## config.mk

```make
export PLATFORM = sky130hd
export DESIGN_NAME = swing_detector
export DESIGN_NICKNAME = d
export VERILOG_FILES = /design/src/rtl/swing_pkg.sv /design/src/rtl/wrap_delta.sv /design/src/rtl/swing_detector.sv
export SDC_FILE = /design/constraint.sdc
export NUM_CORES = 1
export LEC_CHECK = 0
export BUFFER_PORTS_ARGS = -buffer_cell sky130_fd_sc_hd__buf_4
export CORE_AREA = 5 5 107 109
export CTS_BUF_LIST = sky130_fd_sc_hd__clkbuf_16
export DETAILED_ROUTE_END_ITERATION = 16
export DIE_AREA = 0 0 112 114
export PLACE_DENSITY_LB_ADDON = 0.12
export SLEW_MARGIN = 20
export SYNTH_ARGS = -nofsm -noshare
export SYNTH_HDL_FRONTEND = slang
export SYNTH_SLANG_ARGS = --single-unit
```

## constraint.sdc

```tcl
create_clock -name clk_in -period 8.8 [get_ports clk_in]
set_input_delay 1.32 -clock clk_in [delete_from_list [all_inputs] [get_ports clk_in]]
set_output_delay 1.32 -clock clk_in [all_outputs]
set_load 0.005 [all_outputs]
```

## src/rtl/swing_pkg.sv

```systemverilog
`default_nettype none
// ============================================================================
// Module      : swing_pkg
// Description : Shared types and coordinate moduli for the swing detector
//               and the hand position source.
// Revision    : 1.0 - initial release
// ============================================================================
package swing_pkg;

   // Coordinate moduli shared with the hand position source
   localparam int HAND_MAX_X = 3400;
   localparam int HAND_MAX_Y = 3400;
   localparam int HAND_MAX_Z = 500;

   typedef enum logic [1:0] {
      SWING_LEFT  = 2'd0,
      SWING_RIGHT = 2'd1,
      SWING_UP    = 2'd2,
      SWING_DOWN  = 2'd3
   } swing_dir_t;

   typedef enum logic [1:0] {
      ST_PRIME    = 2'd0,
      ST_ARMED    = 2'd1,
      ST_PENDING  = 2'd2,
      ST_COOLDOWN = 2'd3
   } swing_state_t;

   // Magnitude of a wrapped delta; wrapped deltas never exceed MAX/2, so 12 bits suffice
   function automatic logic [11:0] abs_delta(input logic signed [12:0] d);
      logic signed [12:0] n;
      n = -d;
      return d[12] ? n[11:0] : d[11:0];
   endfunction

endpackage
`default_nettype wire

```

## src/rtl/wrap_delta.sv

```systemverilog
`default_nettype none
// ============================================================================
// Module      : wrap_delta
// Description : Shortest signed distance between two coordinates on a ring
//               of size MAX; result lies in (-MAX/2, MAX/2].
// Revision    : 1.0 - initial release
// ============================================================================
module wrap_delta #(
   parameter int MAX = 3400
) (
   input  logic        [11:0] cur,
   input  logic        [11:0] prev,
   output logic signed [12:0] delta
);

   // 14-bit working width keeps the raw difference and the correction overflow-free
   localparam logic signed [13:0] HALF = 14'(MAX / 2);
   localparam logic signed [13:0] MODV = 14'(MAX);

   logic signed [13:0] raw;
   logic signed [13:0] adj;

   // Fold the raw difference into the half-open window around zero
   always_comb begin
      raw = $signed({2'b00, cur}) - $signed({2'b00, prev});
      adj = raw;
      if (raw > HALF) begin
         adj = raw - MODV;
      end else if (raw <= -HALF) begin
         adj = raw + MODV;
      end
      delta = adj[12:0];
   end

endmodule
`default_nettype wire

```

## src/rtl/swing_detector.sv

```systemverilog
`default_nettype none
// ============================================================================
// Module      : swing_detector
// Description : Samples the hand tip position every SAMPLE_PERIOD cycles,
//               classifies large wrap-aware motions as left/right/up/down
//               swings and hands them out over valid/ready with a cooldown.
//               Optional macro SWING_DROP_CNT_EN adds a saturating count of
//               qualifying motions lost while an event was pending.
// Revision    : 1.0 - initial release
// ============================================================================
module swing_detector
   import swing_pkg::*;
#(
   parameter int SAMPLE_PERIOD    = 1625000,
   parameter int THRESH           = 48,
   parameter int COOLDOWN_SAMPLES = 8,
   parameter int MAX_X            = HAND_MAX_X,
   parameter int MAX_Y            = HAND_MAX_Y
) (
   input  logic        clk_in,
   input  logic        rst_in,
   input  logic [11:0] hand_x_top,
   input  logic [11:0] hand_y_top,
   output logic        swing_valid,
   input  logic        swing_ready,
   output logic [1:0]  swing_dir,
   output logic [11:0] swing_mag
`ifdef SWING_DROP_CNT_EN
   ,
   output logic [7:0]  drop_count
`endif
);

   localparam int CNT_W = (SAMPLE_PERIOD > 1) ? $clog2(SAMPLE_PERIOD) : 1;
   localparam int CD_W  = (COOLDOWN_SAMPLES > 0) ? $clog2(COOLDOWN_SAMPLES + 1) : 1;
   localparam logic [CNT_W-1:0] CNT_LAST = CNT_W'(SAMPLE_PERIOD - 1);
   localparam logic [CD_W-1:0]  CD_LOAD  = CD_W'(COOLDOWN_SAMPLES);
   localparam logic [11:0]      THRESH_V = 12'(THRESH);

   swing_state_t       state, state_next;
   logic [CNT_W-1:0]   tick_cnt;
   logic [CD_W-1:0]    cooldown;
   logic [11:0]        prev_x, prev_y;
   logic               tick;
   logic signed [12:0] dx, dy;
   logic [11:0]        ax, ay, dom_mag;
   logic               horiz, qualify;
   swing_dir_t         dir_new;
   logic               load_event, accept, cd_dec;

   wrap_delta #(.MAX(MAX_X)) u_dx (.cur(hand_x_top), .prev(prev_x), .delta(dx));
   wrap_delta #(.MAX(MAX_Y)) u_dy (.cur(hand_y_top), .prev(prev_y), .delta(dy));

   assign tick = (tick_cnt == CNT_LAST);

   // Classify the current motion: ties between axes resolve to horizontal
   always_comb begin
      ax      = abs_delta(dx);
      ay      = abs_delta(dy);
      horiz   = (ax >= ay);
      dom_mag = horiz ? ax : ay;
      qualify = (dom_mag >= THRESH_V);
      if (horiz) begin
         dir_new = dx[12] ? SWING_LEFT : SWING_RIGHT;
      end else begin
         dir_new = dy[12] ? SWING_UP : SWING_DOWN;
      end
   end

   // Next-state and control strobes
   always_comb begin
      state_next = state;
      load_event = 1'b0;
      accept     = 1'b0;
      cd_dec     = 1'b0;
      case (state)
         ST_PRIME: begin
            if (tick) state_next = ST_ARMED;
         end
         ST_ARMED: begin
            if (tick && qualify) begin
               load_event = 1'b1;
               state_next = ST_PENDING;
            end
         end
         ST_PENDING: begin
            // A tick coinciding with the handshake is simply not looked at here
            if (swing_valid && swing_ready) begin
               accept     = 1'b1;
               state_next = (COOLDOWN_SAMPLES == 0) ? ST_ARMED : ST_COOLDOWN;
            end
         end
         ST_COOLDOWN: begin
            if (tick) begin
               cd_dec = 1'b1;
               if (cooldown == CD_W'(1)) state_next = ST_ARMED;
            end
         end
         default: state_next = ST_PRIME;
      endcase
   end

   // State register
   always_ff @(posedge clk_in) begin
      if (!rst_in) state <= ST_PRIME;
      else         state <= state_next;
   end

   // Sample timer, previous position, event payload and cooldown counter
   always_ff @(posedge clk_in) begin
      if (!rst_in) begin
         tick_cnt    <= '0;
         prev_x      <= '0;
         prev_y      <= '0;
         cooldown    <= '0;
         swing_valid <= 1'b0;
         swing_dir   <= 2'd0;
         swing_mag   <= '0;
      end else begin
         tick_cnt <= tick ? '0 : tick_cnt + CNT_W'(1);
         if (tick) begin
            prev_x <= hand_x_top;
            prev_y <= hand_y_top;
         end
         if (load_event) begin
            swing_dir <= dir_new;
            swing_mag <= dom_mag;
         end
         swing_valid <= (state_next == ST_PENDING);
         if (accept)      cooldown <= CD_LOAD;
         else if (cd_dec) cooldown <= cooldown - CD_W'(1);
      end
   end

`ifdef SWING_DROP_CNT_EN
   // Saturating count of qualifying motions lost while an event waits
   always_ff @(posedge clk_in) begin
      if (!rst_in) begin
         drop_count <= '0;
      end else if (state == ST_PENDING && tick && qualify && drop_count != 8'hFF) begin
         drop_count <= drop_count + 8'd1;
      end
   end
`endif

endmodule
`default_nettype wire

```

==> results of run 1 <==
[how the worst max path moves through the flow]
stage                  start      endpoint  slack [ns]  cells past startpoint
2_1_floorplan  hand_x_top[0]  swing_mag[4]        1.44                     33
3_3_place_gp   hand_x_top[0]      state[1]        0.73                     31
3_5_place_dp   hand_x_top[0]  swing_mag[0]        0.38                     31
4_1_cts        hand_x_top[0]  swing_mag[0]        0.73                     31
5_1_grt        hand_x_top[0]  swing_mag[0]        0.07                     31
6_report       hand_x_top[0]  swing_mag[0]        0.64                     31
[tightest hold or removal path, stage by stage (launching register included)]
cell,delay (ns)
dfxtp_1,0.31
nand2_1,0.05
a21oi_1,0.05
[layer usage]
layer / GRT usage (%) / wire length (um) / vias up / part of all wire [%]
li1: - / - / 3047 / -
met1: 31.6 / 7330 / 2883 / 45
met2: 44.2 / 7730 / 153 / 48
met3: 5.89 / 704 / 30 / 4.4
met4: 8.41 / 350 / 0 / 2.2
met5: 0 / 0 / - / 0
[metrics by stage]
step | setup slack (ns) | instance area (um2) | util (%) | cells | total power, mW
floorplan | 1.44 | 6370 | - | 841 | 0.776
global placement | 0.732 | 6750 | 64.2 | 997 | 0.876
detailed placement | 0.381 | 6750 | 64.2 | 997 | 0.893
CTS | 0.726 | 7060 | 67.2 | 1012 | 1.29
global route | 0.0719 | 7060 | 67.2 | 1012 | 1.37
finish | 0.641 | 7060 | 67.2 | 1012 | 1.29
[kinds of logic (layout without fill, tap and decap cells)]
kind of cell,count (synthesis),count (layout),synth area share [%]
xor gates and xnor gates,79,79,11.2
muxes,19,19,3.03
AOI/OAI and AO/OA,233,233,27.5
adders and majority gates,51,51,10.3
buffers and inverters,81,112,5.13
and+or+nand+nor,312,312,22.2
DFF,66,66,20.7
[cell usage after synthesis (9+ instances only)]
library cell	instances	area [um2]
a21oi_1	62	310
nand3_1	18	90.1
nand2_1	129	484
nand4_1	10	62.6
xnor2_1	45	394
o21a_1	16	120
o211ai_1	16	120
xor2_1	31	272
mux2i_1	17	170
dfxtp_1	66	1320
clkbuf_1	22	82.6
and3_1	11	68.8
nor2_1	85	319
inv_1	51	191
o21ai_0	27	135
o21ai_1	9	45.0
nand2b_1	11	68.8
nor3_1	13	65.1
ha_1	49	613
[power groups by stage]
stage               registers [mW]  logic, mW  clock network, mW
finish                       0.301      0.599              0.386
global route                 0.301      0.663              0.407
CTS                          0.301      0.590              0.394
detailed placement           0.308      0.586                  0
global placement             0.308      0.569                  0
floorplan                    0.307      0.468                  0
[final cells by class]
type / count / area [um2] / area share (%)
multi-input cells: 694 / 4720 / 66.9
flip-flops and latches: 66 / 1320 / 18.7
repair buffers: 44 / 330 / 4.68
clock buffers: 9 / 225 / 3.19
inverters: 53 / 199 / 2.82
well taps: 140 / 175 / 2.48
clock inverters: 6 / 85.1 / 1.21
[cells in the final DEF, fill, tap and decap left out, drive strengths merged, types with 4 or more instances in the layout]
cell / netlist / layout
buf: 6 / 44
nand2: 129 / 129
and2: 9 / 9
a31oi: 4 / 4
a211oi: 8 / 8
o21a: 16 / 16
o211a: 8 / 8
inv: 53 / 55
nand4: 10 / 10
nor2: 86 / 86
nor3: 16 / 16
a21boi: 5 / 5
o211ai: 17 / 17
xor2: 33 / 33
and3: 11 / 11
xnor2: 46 / 46
a21o: 7 / 7
o22ai: 7 / 7
nand3: 18 / 18
dfxtp: 66 / 66
a21oi: 65 / 65
mux2i: 17 / 17
o21bai: 5 / 5
a32oi: 4 / 4
a22oi: 6 / 6
o41ai: 5 / 5
nand2b: 11 / 11
or3: 5 / 5
ha: 49 / 49
clkbuf: 22 / 9
o31ai: 4 / 4
a311o: 4 / 4
o21ai: 36 / 36
[sequential cells by signal, summed over array words and instances (netlist names)]
signal       flops
prev_x          12
swing_dir        2
state            2
tick_cnt        21
swing_mag       12
swing_valid      1
cooldown         4
prev_y          12
==> results.py, run 1 <==
metrics = {
    "hold_path": {
        "hold_path.class": "reg2reg",
        "min_from": "prev_x[10]",
        "hold_end": "prev_x[10]",
        "holdPathStages": 2,
    },
    "logic_synthesis": {
        "ys_types": 85,
        "synth.cell_area_um2": 6370,
        "seq_area_frac_synth_pct": 20.7,
        "ys_ff_latch": 66,
        "synth-main-ff-cell": "dfxtp_1",
        "synth_nets": 919,
        "synth_edf_count": 0,
        "synth-async-reset-ratio_pct": 0,
        "synth_cells": 841,
        "postSynthAreaPerCell_um2": 7.57,
        "yosysWarnings": 0,
    },
    "detailed_routing": {
        "drc_errors": 0,
        "vias": 6113,
        "drt-pass1-iter-count": 5,
        "drtAntennaViolNets": 0,
        "vias_per_cell": 6.04,
        "routed_wl_um": 16100,
        "drt_iter0_drc": 493,
        "wl_per_cell_um": 15.9,
    },
    "timing": {
        "final.period_utilization_pct": 92.7,
        "hold_violations": 0,
        "hold_slack_ns": 0.446,
        "worst_pin_slew_ns": 1.04,
        "skew_ns": 0.00619,
        "fmax_mhz": 123,
        "min_period_ns": 8.16,
        "drv_slew": 0,
        "tns_ns": 0,
        "setup_viol": 0,
        "slew_headroom_pct": 30.9,
        "rsz0062_at_grt": "no",
    },
    "finish": {
        "antenna_cells": 0,
        "areaGrowthSynthToFinish_pct": 10.8,
        "layout-drive-gt1-share_pct": 10.8,
        "fin_nets": 946,
        "n_fill_cell": 943,
    },
    "floorplanning": {
        "core_um2": 10500,
        "start_util_pct": 60.6,
        "fp.dieW_um": 112,
        "die_y_um": 114,
        "row_count": 38,
        "die-area_um2": 12800,
        "io_pins": 42,
    },
    "global_routing": {
        "grt_max_degree": 30,
        "grt_util_all_layers_pct": 25.6,
        "grt_pass1_wl_um": 27100,
        "overflow": 0,
        "grt_antenna_before_repair": 0,
        "grt_pass1_vias": 5766,
    },
    "place": {
        "hpwl_um": 12300,
        "port_buffers": 41,
        "place_congestion": 0.925,
    },
    "setup_path": {
        "cp_max_fo": 20,
        "cp_top_family": "compound AO/OA/AOI/OAI gates",
        "rr_startpoint": "prev_x[0]",
        "slowest_stage": "a221o_1",
        "path_buf_inv": 6,
        "end_kind": "register",
        "crit_arrival_ns": 8.42,
        "r2r_end": "swing_mag[0]",
        "regToRegSetupSlack_ns": 1.44,
        "reg2reg_depth": 29,
        "cp_data_required_time_ns": 9.06,
        "critPathLaunchType": "input port",
        "crit_path_frequent_cell": "inv_1",
        "slowest_delay_ns": 0.56,
        "path_class": "in2reg",
    },
    "pwr": {
        "switching_share_pct": 40.1,
        "p_leak_nw": 2.74,
        "combPwrFrac_pct": 46.6,
        "power_frac_seq_pct": 23.4,
        "p_per_area_nw_per_um2": 182,
        "peakVddDrop_mv": 0.151,
        "p_int_mw": 0.770,
        "switchingPower_mw": 0.516,
        "power_frac_clock_pct": 30.0,
    },
    "clocking": {
        "cts_tree": "yes",
        "clk_latency_ns": 0.35,
        "cts-root-buf": "clkbuf_16",
        "cts_buffers": 9,
        "htreeDepth": 3,
        "holdBufCountCts": 0,
        "path_clk_slew_ns": 0.06,
        "clockBufferDepth": 2,
        "cts_sinks": 66,
        "cts_resized": 0,
        "post_cts_buffers": 0,
    },
    "job": {
        "cap_violations": 0,
    },
    "run_status": {
        "status": "complete, no violations",
    },
}
Note: power is estimated with default switching activity, not from simulation.
==> run 2, diff against run 1 <==
- REMOVE_ABC_BUFFERS: unset -> 1
==> run 2 against run 1 <==
Register-to-register slack improved by 0.07 ns. Clock power increased by 1%. Maximum frequency rose by 0.78%. Die area unchanged. Design area is 0.23% higher. Count of clock-buffer cells in the layout unchanged. Sequential cell count stayed put. Setup slack improved by 0.063 ns.
==> results.py, run 2 (synthesis gave the netlist of run 1 again) <==
metrics = {
    "global_routing": {
        "grt_max_degree": 30,
        "grt_pass1_wl_um": 27400,
        "overflow": 0,
        "grt_util_all_layers_pct": 26.0,
        "grt_antenna_before_repair": 0,
        "grt_pass1_vias": 5709,
    },
    "run_status": {
        "status": "complete, no violations",
    },
    "timing": {
        "rsz0062_at_grt": "no",
        "drv_slew": 0,
        "tns_ns": 0,
        "hold_slack_ns": 0.449,
        "min_period_ns": 8.10,
        "setup_viol": 0,
        "hold_violations": 0,
        "worst_pin_slew_ns": 1.05,
        "slew_headroom_pct": 30.0,
        "final.period_utilization_pct": 92.0,
        "skew_ns": 0.00843,
        "fmax_mhz": 124,
        "setup_slack_ns": 0.703,
    },
    "pwr": {
        "p_leak_nw": 2.74,
        "peakVddDrop_mv": 0.119,
        "p_per_area_nw_per_um2": 183,
    },
    "finish": {
        "largest-register": "tick_cnt",
        "fin_nets": 946,
        "n_fill_cell": 886,
        "antenna_cells": 0,
        "layout-drive-gt1-share_pct": 11.1,
        "final_common_cell": "nand2_1",
        "areaGrowthSynthToFinish_pct": 11.1,
        "register_area_um2": 1320,
        "mostFrequentLayoutCells": "nand2_1 (129), nor2_1 (85), dfxtp_1 (66)",
        "largest_reg_flops": 21,
        "multi_input_area_um2": 4730,
    },
    "floorplanning": {
        "io_pins": 42,
        "die_y_um": 114,
        "row_count": 38,
        "start_util_pct": 60.6,
        "core_um2": 10500,
        "fp.dieW_um": 112,
        "die-area_um2": 12800,
    },
    "detailed_routing": {
        "wl_per_cell_um": 16.1,
        "routed_wl_um": 16300,
        "drt-pass1-iter-count": 5,
        "vias": 6089,
        "drc_errors": 0,
        "vias_per_cell": 6.01,
        "drt_iter0_drc": 513,
        "drtAntennaViolNets": 0,
    },
    "place": {
        "hpwl_um": 12700,
        "place_congestion": 0.940,
        "dp_slack_ns": 0.375,
        "port_buffers": 41,
    },
    "setup_path": {
        "path_class": "in2reg",
        "path_buf_inv": 5,
        "critPathLaunchType": "input port",
        "crit_arrival_ns": 8.36,
        "cp_max_fo": 20,
        "slowest_delay_ns": 0.55,
        "cp_top_family": "compound AO/OA/AOI/OAI gates",
        "slowest_stage": "o221ai_2",
        "cp_data_required_time_ns": 9.06,
        "end_kind": "register",
    },
    "clocking": {
        "cts_tree": "yes",
        "htreeDepth": 3,
        "cts-root-buf": "clkbuf_16",
        "post_cts_buffers": 0,
        "cts_buffers": 9,
        "clockBufferDepth": 2,
        "cts_resized": 0,
        "holdBufCountCts": 0,
        "clk_latency_ns": 0.35,
        "cts_sinks": 66,
        "path_clk_slew_ns": 0.05,
    },
    "hold_path": {
        "hold_path.class": "reg2reg",
    },
    "job": {
        "cap_violations": 0,
    },
}
[run 2: cell count changes in the layout (fill, tap and decap cells not counted), sizes merged]
cell      before  now
clkinvlp       0    1
[run 2: worst min-delay path, cell delays in order (launching register included)]
cell and delay, ns:
dfxtp_1 0.30, nand2_1 0.05, a21oi_1 0.05
[run 2: cell type report]
type / count / share of cell area (%)
repair buffers: 44 / 4.67
multi-input cells: 694 / 66.8
inverters: 53 / 2.81
flip-flops and latches: 66 / 18.7
well taps: 140 / 2.48
clock inverters: 7 / 1.33
clock buffers: 9 / 3.18
[run 2: layer usage]
layer  wire length (um)  vias to the layer above  GRT usage (%)
met5                  0                        -              0
met4                336                        0           9.21
met3                849                       28           4.30
met2               7250                      189           41.0
met1               7880                     2818           36.0
li1                   -                     3054              -
[run 2: report_power, final]
| group | internal [mW] | total, mW | switching [mW] |
|---|---|---|---|
| clock network | 0.248 | 0.390 | 0.142 |
| registers | 0.300 | 0.301 | 0.00118 |
| logic | 0.225 | 0.604 | 0.379 |
[run 2: stage by stage]
step	total power, mW	std cells	utilization, %	instance area, um2
CTS	1.29	1013	67.2	7070
global placement	0.884	997	64.2	6750
finish	1.30	1013	67.3	7070
global route	1.38	1013	67.3	7070
floorplan	0.762	813	-	6240
detailed placement	0.897	997	64.2	6750
[run 2: path summary, 6_finish.rpt]
check / startpoint / end / slack (ns) / depth (start not counted)
min reg2reg: prev_y[1] / prev_y[1] / 0.45 / 2
min: prev_y[1] / prev_y[1] / 0.45 / 2
max reg2reg: prev_x[0] / swing_mag[1] / 1.51 / 26
max: hand_x_top[0] / swing_mag[1] / 0.70 / 28
